<file path="config.mk">
export PLATFORM = sky130hd
export DESIGN_NAME = event_arbiter_flat
export DESIGN_NICKNAME = d
export VERILOG_FILES = /design/src/rtl/event_arbiter_pkg.sv /design/src/rtl/event_arbiter_if.sv /design/src/rtl/event_arbiter_goal_counter.sv /design/src/rtl/event_arbiter.sv /design/src/flat_wrapper.sv
export SDC_FILE = /design/constraint.sdc
export NUM_CORES = 1
export LEC_CHECK = 0
export BUFFER_PORTS_ARGS = -buffer_cell sky130_fd_sc_hd__buf_2
export CORE_MARGIN = 1.5
export CORE_UTILIZATION = 50
export CTS_CLUSTER_DIAMETER = 200
export CTS_CLUSTER_SIZE = 40
export DETAILED_ROUTE_END_ITERATION = 10
export GPL_TIMING_DRIVEN = 0
export PLACE_DENSITY = 0.8
export SLEW_MARGIN = 30
export SYNTH_ARGS = -nofsm -noshare
export SYNTH_HDL_FRONTEND = slang
export SYNTH_HIERARCHICAL = 1
export SYNTH_SLANG_ARGS = --single-unit
</file>
<file path="constraint.sdc">
create_clock -name clk -period 4 [get_ports clk]
set_clock_uncertainty 0.15 [all_clocks]
set_input_delay 0.8 -clock clk [delete_from_list [all_inputs] [get_ports clk]]
set_output_delay 0.8 -clock clk [all_outputs]
set_load 0.02 [all_outputs]
</file>
<file path="src/rtl/event_arbiter_pkg.sv">
// Shared definitions for the event arbiter: event codes, code width, FSM states.
package event_arbiter_pkg;

    localparam int EVT_W = 3;

    typedef logic [EVT_W-1:0] evt_code_t;

    localparam evt_code_t EVT_NONE  = 3'd0;
    localparam evt_code_t EVT_BACK  = 3'd1;
    localparam evt_code_t EVT_STOP  = 3'd2;
    localparam evt_code_t EVT_START = 3'd3;
    localparam evt_code_t EVT_PMODE = 3'd4;
    localparam evt_code_t EVT_GOAL  = 3'd5;

    typedef enum logic {
        IDLE  = 1'b0,
        OFFER = 1'b1
    } state_t;

endpackage

</file>
<file path="src/rtl/event_arbiter_if.sv">
// Valid/ready event handshake between the arbiter (master) and the game fsm (slave).
interface event_arbiter_if;
    import event_arbiter_pkg::*;

    logic      evt_valid;
    logic      evt_ready;
    evt_code_t evt_code;

    modport master (
        output evt_valid,
        output evt_code,
        input  evt_ready
    );

    modport slave (
        input  evt_valid,
        input  evt_code,
        output evt_ready
    );

endinterface

</file>
<file path="src/rtl/event_arbiter_goal_counter.sv">
// Saturating pending-goal counter with sticky overflow flag.
// Optional goal lockout timer enabled by defining GOAL_LOCKOUT_EN.
module event_arbiter_goal_counter #(
    parameter int GOAL_W      = 3,
    parameter int LOCKOUT_CYC = 50000000
) (
    input  logic              clk,
    input  logic              rst,
    input  logic              ev_goal,
    input  logic              mask_goal,
    input  logic              dec,
    output logic [GOAL_W-1:0] goal_pend,
    output logic              goal_ovf
);

    logic arrive;
    logic sat;

`ifdef GOAL_LOCKOUT_EN
    localparam int LW = $clog2(LOCKOUT_CYC + 1);

    logic [LW-1:0] lock_cnt;
    logic          lock_free;

    assign lock_free = (lock_cnt == '0);

    // Lockout window: restarted by every accepted goal, counts down to zero.
    always_ff @(posedge clk) begin
        if (rst) begin
            lock_cnt <= '0;
        end else if (ev_goal && !mask_goal && lock_free) begin
            lock_cnt <= LW'(LOCKOUT_CYC);
        end else if (!lock_free) begin
            lock_cnt <= lock_cnt - 1'b1;
        end
    end

    assign arrive = ev_goal & ~mask_goal & lock_free;
`else
    logic unused_lockout;
    assign unused_lockout = (LOCKOUT_CYC != 0);
    assign arrive = ev_goal & ~mask_goal;
`endif

    assign sat = &goal_pend;

    // Count arrivals up and loads down; arrival and load together cancel out.
    always_ff @(posedge clk) begin
        if (rst) begin
            goal_pend <= '0;
            goal_ovf  <= 1'b0;
        end else begin
            case ({arrive, dec})
                2'b10: begin
                    if (sat) goal_ovf  <= 1'b1;
                    else     goal_pend <= goal_pend + 1'b1;
                end
                2'b01: begin
                    if (goal_pend != '0) goal_pend <= goal_pend - 1'b1;
                end
                default: ;
            endcase
        end
    end

endmodule

</file>
<file path="src/rtl/event_arbiter.sv">
// Event arbiter: latches one-cycle button/goal pulses and offers them one at a
// time to the game fsm over valid/ready with fixed priority
// back > stop > start > pmode > goal.
// Optional: define GOAL_LOCKOUT_EN to ignore goals inside a lockout window.
module event_arbiter
    import event_arbiter_pkg::*;
#(
    parameter int GOAL_W      = 3,
    parameter int LOCKOUT_CYC = 50000000
) (
    input  logic                clk,
    input  logic                rst,
    input  logic                ev_back,
    input  logic                ev_stop,
    input  logic                ev_start,
    input  logic                ev_pmode,
    input  logic                ev_goal,
    input  logic                mask_goal,
    event_arbiter_if.master     evt_if,
    output logic [GOAL_W-1:0]   goal_pend,
    output logic                goal_ovf
);

    state_t    state;
    evt_code_t code_q;
    logic      valid_q;

    logic      back_pend, stop_pend, start_pend, pmode_pend;
    logic      load_en;
    evt_code_t sel;
    logic      take_back, take_stop, take_start, take_pmode, take_goal;

    assign evt_if.evt_valid = valid_q;
    assign evt_if.evt_code  = code_q;

    // A new event may be loaded when nothing is offered or the offer is accepted.
    assign load_en = (state == IDLE) || evt_if.evt_ready;

    // Fixed-priority pick from the registered (pre-edge) pending state.
    always_comb begin
        sel = EVT_NONE;
        if      (back_pend)        sel = EVT_BACK;
        else if (stop_pend)        sel = EVT_STOP;
        else if (start_pend)       sel = EVT_START;
        else if (pmode_pend)       sel = EVT_PMODE;
        else if (goal_pend != '0)  sel = EVT_GOAL;
    end

    assign take_back  = load_en && (sel == EVT_BACK);
    assign take_stop  = load_en && (sel == EVT_STOP);
    assign take_start = load_en && (sel == EVT_START);
    assign take_pmode = load_en && (sel == EVT_PMODE);
    assign take_goal  = load_en && (sel == EVT_GOAL);

    // Pending flags: a new pulse wins over the clear caused by loading.
    always_ff @(posedge clk) begin
        if (rst) begin
            back_pend  <= 1'b0;
            stop_pend  <= 1'b0;
            start_pend <= 1'b0;
            pmode_pend <= 1'b0;
        end else begin
            back_pend  <= (back_pend  & ~take_back)  | ev_back;
            stop_pend  <= (stop_pend  & ~take_stop)  | ev_stop;
            start_pend <= (start_pend & ~take_start) | ev_start;
            pmode_pend <= (pmode_pend & ~take_pmode) | ev_pmode;
        end
    end

    event_arbiter_goal_counter #(
        .GOAL_W      (GOAL_W),
        .LOCKOUT_CYC (LOCKOUT_CYC)
    ) u_goal_counter (
        .clk       (clk),
        .rst       (rst),
        .ev_goal   (ev_goal),
        .mask_goal (mask_goal),
        .dec       (take_goal),
        .goal_pend (goal_pend),
        .goal_ovf  (goal_ovf)
    );

    // Offer FSM: hold the offered code until accepted, then chain or go idle.
    always_ff @(posedge clk) begin
        if (rst) begin
            state   <= IDLE;
            valid_q <= 1'b0;
            code_q  <= EVT_NONE;
        end else begin
            case (state)
                IDLE: begin
                    if (sel != EVT_NONE) begin
                        state   <= OFFER;
                        valid_q <= 1'b1;
                        code_q  <= sel;
                    end
                end
                OFFER: begin
                    if (evt_if.evt_ready) begin
                        if (sel != EVT_NONE) begin
                            code_q <= sel;
                        end else begin
                            state   <= IDLE;
                            valid_q <= 1'b0;
                            code_q  <= EVT_NONE;
                        end
                    end
                end
                default: begin
                    state   <= IDLE;
                    valid_q <= 1'b0;
                    code_q  <= EVT_NONE;
                end
            endcase
        end
    end

endmodule

</file>
<file path="src/flat_wrapper.sv">
// flat-port wrapper written by rule: the top's interface ports become plain ports
module event_arbiter_flat import event_arbiter_pkg::*;
#(
    parameter int GOAL_W      = 3,
    parameter int LOCKOUT_CYC = 50000000
)
  (clk, rst, ev_back, ev_stop, ev_start, ev_pmode, ev_goal, mask_goal, goal_pend, goal_ovf, evt_if_evt_valid, evt_if_evt_code, evt_if_evt_ready);
  event_arbiter_if evt_if_i ();
  input  logic clk;
  input  logic rst;
  input  logic ev_back;
  input  logic ev_stop;
  input  logic ev_start;
  input  logic ev_pmode;
  input  logic ev_goal;
  input  logic mask_goal;
  output logic [GOAL_W-1:0] goal_pend;
  output logic goal_ovf;
  output wire logic [$bits(evt_if_i.evt_valid)-1:0] evt_if_evt_valid;
  output wire logic [$bits(evt_if_i.evt_code)-1:0] evt_if_evt_code;
  input wire logic [$bits(evt_if_i.evt_ready)-1:0] evt_if_evt_ready;
  assign evt_if_evt_valid = evt_if_i.evt_valid;
  assign evt_if_evt_code = evt_if_i.evt_code;
  assign evt_if_i.evt_ready = evt_if_evt_ready;
  event_arbiter #(.GOAL_W(GOAL_W), .LOCKOUT_CYC(LOCKOUT_CYC)) u_core (.clk(clk), .rst(rst), .ev_back(ev_back), .ev_stop(ev_stop), .ev_start(ev_start), .ev_pmode(ev_pmode), .ev_goal(ev_goal), .mask_goal(mask_goal), .evt_if(evt_if_i), .goal_pend(goal_pend), .goal_ovf(goal_ovf));
endmodule
</file>
==> results.txt <==
The ratio of total power to cell area is 346 nW/µm². The total count of max-transition violations in the final report is 0. The worst hold path terminates at u_core/u_goal_counter/goal_ovf$_SDFFE_PP0P_. The tightest hold path in the finished design has a slack of 317 ps. The sum of negative setup slack is 0 ps. The endpoint type of the worst setup path is a flip-flop. Of all nets on the critical path, the largest fanout is 9. The layout overhead on the synthesized area is 17.7%.

For this run, design rule violations remaining after detail routing come to 0. Clock latency on the worst-skew pair, taken at its later pin, is 260 ps. The combined area of the multi-input logic cells is 410 µm². The synthesized design contains 13 register bits. After the flow finishes, the layout carries non-filler instances totaling 110. The total overflow left after global routing is 0. The flow ran to the end, and the final reports show no timing, DRC or antenna violations. The total number of yosys warnings is 6. The number of enable flip-flop cells after synthesis is 0. In this run the worst setup path begins at evt_if_evt_ready. The completed layout was analyzed and its total power is 289 µW. The startpoint identified for the worst hold timing path is u_core/u_goal_counter/goal_ovf$_SDFFE_PP0P_. The number of distinct library cells after synthesis is 36.

The class of the tightest hold or removal check is flip-flop to flip-flop. Setup repair after global routing left no endpoint under its margin. The count of input and output buffers came out at 16.

The HPWL after detailed placement is 994 µm. The total clock buffers created by CTS came out at 3. The register area came out at 260 µm². The worst hold path was traced through 2 stages. The post-cts resize count is 0.

The area of the die is 1650 µm². The met3 capacity usage during global routing came out at 3.26%. The static leakage is 0.377 nW. The data required time of the critical path came out at 4010 ps. The worst-case IR drop observed on VDD is 209 µV. The global-route wire length before repair came out at 2.13 mm.

The initial antenna violation count came out at 0. The number of hold-slack violations in the final timing report came to 0. The number of levels the H-tree was split into is 1.

The count of filler cells inserted in the layout is 116. Counting I/O delays and the setup requirement, the final critical path takes 3440 ps. The effective utilization at floorplan is 53.8%. The die outline width is 40.6 µm. The remaining antenna violation count came out at 0. For this run, asynchronously set or reset flops after synthesis account for 0%. Measured in cells, the most critical reg-to-reg path has a length of 11.

The kind of cell with the highest combined delay along the critical path is simple AND/OR/NAND/NOR gates. The aggregate global-route resource usage came out at 19.8%. Synthesis handed over a netlist of 75 instances. The endpoint identified for the worst register-to-register timing path is u_core/u_goal_counter/goal_pend[2]$_SDFFE_PP0P_. The top cell types in the final layout, fill and taps aside, are 16 x buf_2, 13 x dfxtp_1, 7 x a21oi_1.

The placeable core region is 1320 µm². Dividing the detail-routed via count by the number of cells gives 5.56. The clock edge transition at the registers on the reported setup and hold paths is 70 ps. The fraction of the cycle the final worst path needs came out at 86.0%. The antenna diode count is 0.

The most utilized layer in the global route result is met2. The startpoint identified for the worst register-to-register timing path is u_core/state$_SDFF_PP0_. The count of placed standard cells including taps is 106. The setup check on the worst reg-to-reg path leaves a slack of 770 ps. The CTS sink count is 13. In this run, the number of DRC markers left after iteration 0 of detailed routing was 11. The delay contributed by the slowest stage of the critical path came out at 740 ps. The number of global-route vias before repair is 529. The count of hold-fix buffers inserted at cts came out at 0.

The met2 global-route usage is 32.9%. The number of maximum-capacitance constraint violations came out at 0. The net count of the finished layout is 106. Measured along the y axis, the die boundary spans 40.6 µm. The TritonCTS clock tree is done. CTS placed an instance of clkbuf_4 at the clock tree root. Pin placement for this block handled 17 I/O pins. The count of vias placed by the detailed router came out at 612.

The critical path runs through a total of 12 cells. The dominant register cell in the synthesized netlist is dfxtp_1. The slew at the pin with the worst max-slew slack came out at 893 ps.

The netlist area before placement is 708 µm². The share of cells above drive strength 1 came out at 32.6%. Headroom to the max-slew limit came out at 40.0%. The number of optimization iterations in the first detailed-route pass came out at 4. The top cell type by total area after synthesis is dfxtp_1. The total buffers and inverters traversed by the critical path came out at 2. The average size of a mapped cell is 9.44 µm². The share of synthesized area in the top cell type comes to 36.7%. For this design, the slowest cell found on the critical path is nor3_1. The worst-case clock buffer depth came out at 2. The global placer's final weighted congestion came out at 0.740.

The met1 demand-to-capacity share in global routing came out at 23.6%. The final worst-path setup slack is 559 ps. The arrival time of the worst setup path came out at 3450 ps. The worst setup slack before clock tree synthesis is 279 ps. The worst setup path is launched from a primary input. The leading cell type in the layout, fill and taps excluded is buf_2. The peak clock frequency supported by timing came out at 0.291 GHz. Counting every net in the synthesized netlist gives 85. The largest net degree at the start of global routing is 11. The floorplan has 13 rows.

The number of buffers inserted by post-CTS setup repair is 0. The signal on the critical path passes through buf_2 > nor2b_4 > buf_6 > or4_4 > nor3_1 > nand2_1 > xnor2_1 > ha_1 > nor2_1 > and3_2 > o22ai_2 > mux2_4. The wire length per cell is 11.9 µm. Setup violations remaining at the end of the flow were counted as 0.

The critical path in this run is classified as primary input to flip-flop. The sum of routed wire length over all layers is 1.31 mm. Ranked by total cell area, the synthesized netlist is headed by dfxtp_1 37%, a21oi_1 4.9%, nand2b_1 3.5%. Of the synthesized area, sequential elements account for 36.7%.
==> power breakdown <==
| part | switching [mW] | total, mW | internal, mW |
|---|---|---|---|
| registers | 0.0119 | 0.151 | 0.139 |
| clock network | 0.0390 | 0.0776 | 0.0385 |
| logic | 0.0316 | 0.0604 | 0.0289 |
==> worst max path at each step <==
stage,end,slack [ps]
after global placement,u_core/u_goal_counter/goal_pend[2]$_SDFFE_PP0P_,340
after detailed placement,u_core/u_goal_counter/goal_pend[2]$_SDFFE_PP0P_,280
final,u_core/u_goal_counter/goal_pend[2]$_SDFFE_PP0P_,560
after global routing,u_core/u_goal_counter/goal_pend[2]$_SDFFE_PP0P_,370
after floorplan,u_core/u_goal_counter/goal_pend[2]$_SDFFE_PP0P_,640
after CTS,u_core/u_goal_counter/goal_pend[2]$_SDFFE_PP0P_,580
==> area by class of cell <==
class	instances	area share, %
multi-input cells	54	49.2
flip-flops and latches	13	31.2
repair buffers	16	9.61
clock buffers	4	3.15
inverters	6	2.70
well taps	15	2.25
plain buffers	2	1.80
==> sequential cells by signal, indices dropped and copies added, names as in the netlist <==
register and cells:
u_core/back_pend 1, u_core/start_pend 1, u_core/u_goal_counter/goal_ovf 1, u_core/stop_pend 1, u_core/evt_if.evt_valid 1, u_core/pmode_pend 1
u_core/evt_if.evt_code 3, u_core/u_goal_counter/goal_pend 3, u_core/state 1
==> worst register-to-register path, delay by kind of cell (launching register included) <==
kind | cells | cell delay [ps]
simple gates | 6 | 1690
xor+xnor | 1 | 190
fa+ha+maj | 1 | 190
compound gates | 1 | 130
flops | 1 | 340
buf+inv | 1 | 120
mux | 1 | 310
==> cells by family (layout without fill, tap and decap cells) <==
kind of cell	after synthesis	after routing	synth area share, %
and+or+nand+nor	27	27	27.9
xor gates and xnor gates	1	1	1.24
AOI/OAI and AO/OA	24	24	24.9
muxes	1	1	2.12
DFF	13	13	36.7
adders and majority gates	1	1	1.77
buffers and inverters	8	28	5.30
==> metal layers <==
| layer | up-vias | part of all wire [%] |
|---|---|---|
| met5 | - | 0 |
| met4 | 0 | 0.84 |
| met3 | 2 | 4.7 |
| met2 | 13 | 48 |
| met1 | 276 | 47 |
| li1 | 321 | - |
==> Yosys cell counts, types with 2 or more instances <==
library cell  instances
inv_1                 6
nand2b_1              4
o311a_1               2
nor3_1                5
a21oi_1               7
o21ai_0               3
a31oi_1               2
dfxtp_1              13
nor2_1                6
==> metrics by stage <==
step	utilization, %	area [µm²]
after floorplan	-	708
after global placement	61.3	807
after detailed placement	61.3	807
after CTS	63.2	833
after global routing	63.2	833
final	63.2	833
(Power assumes the default switching activity.)
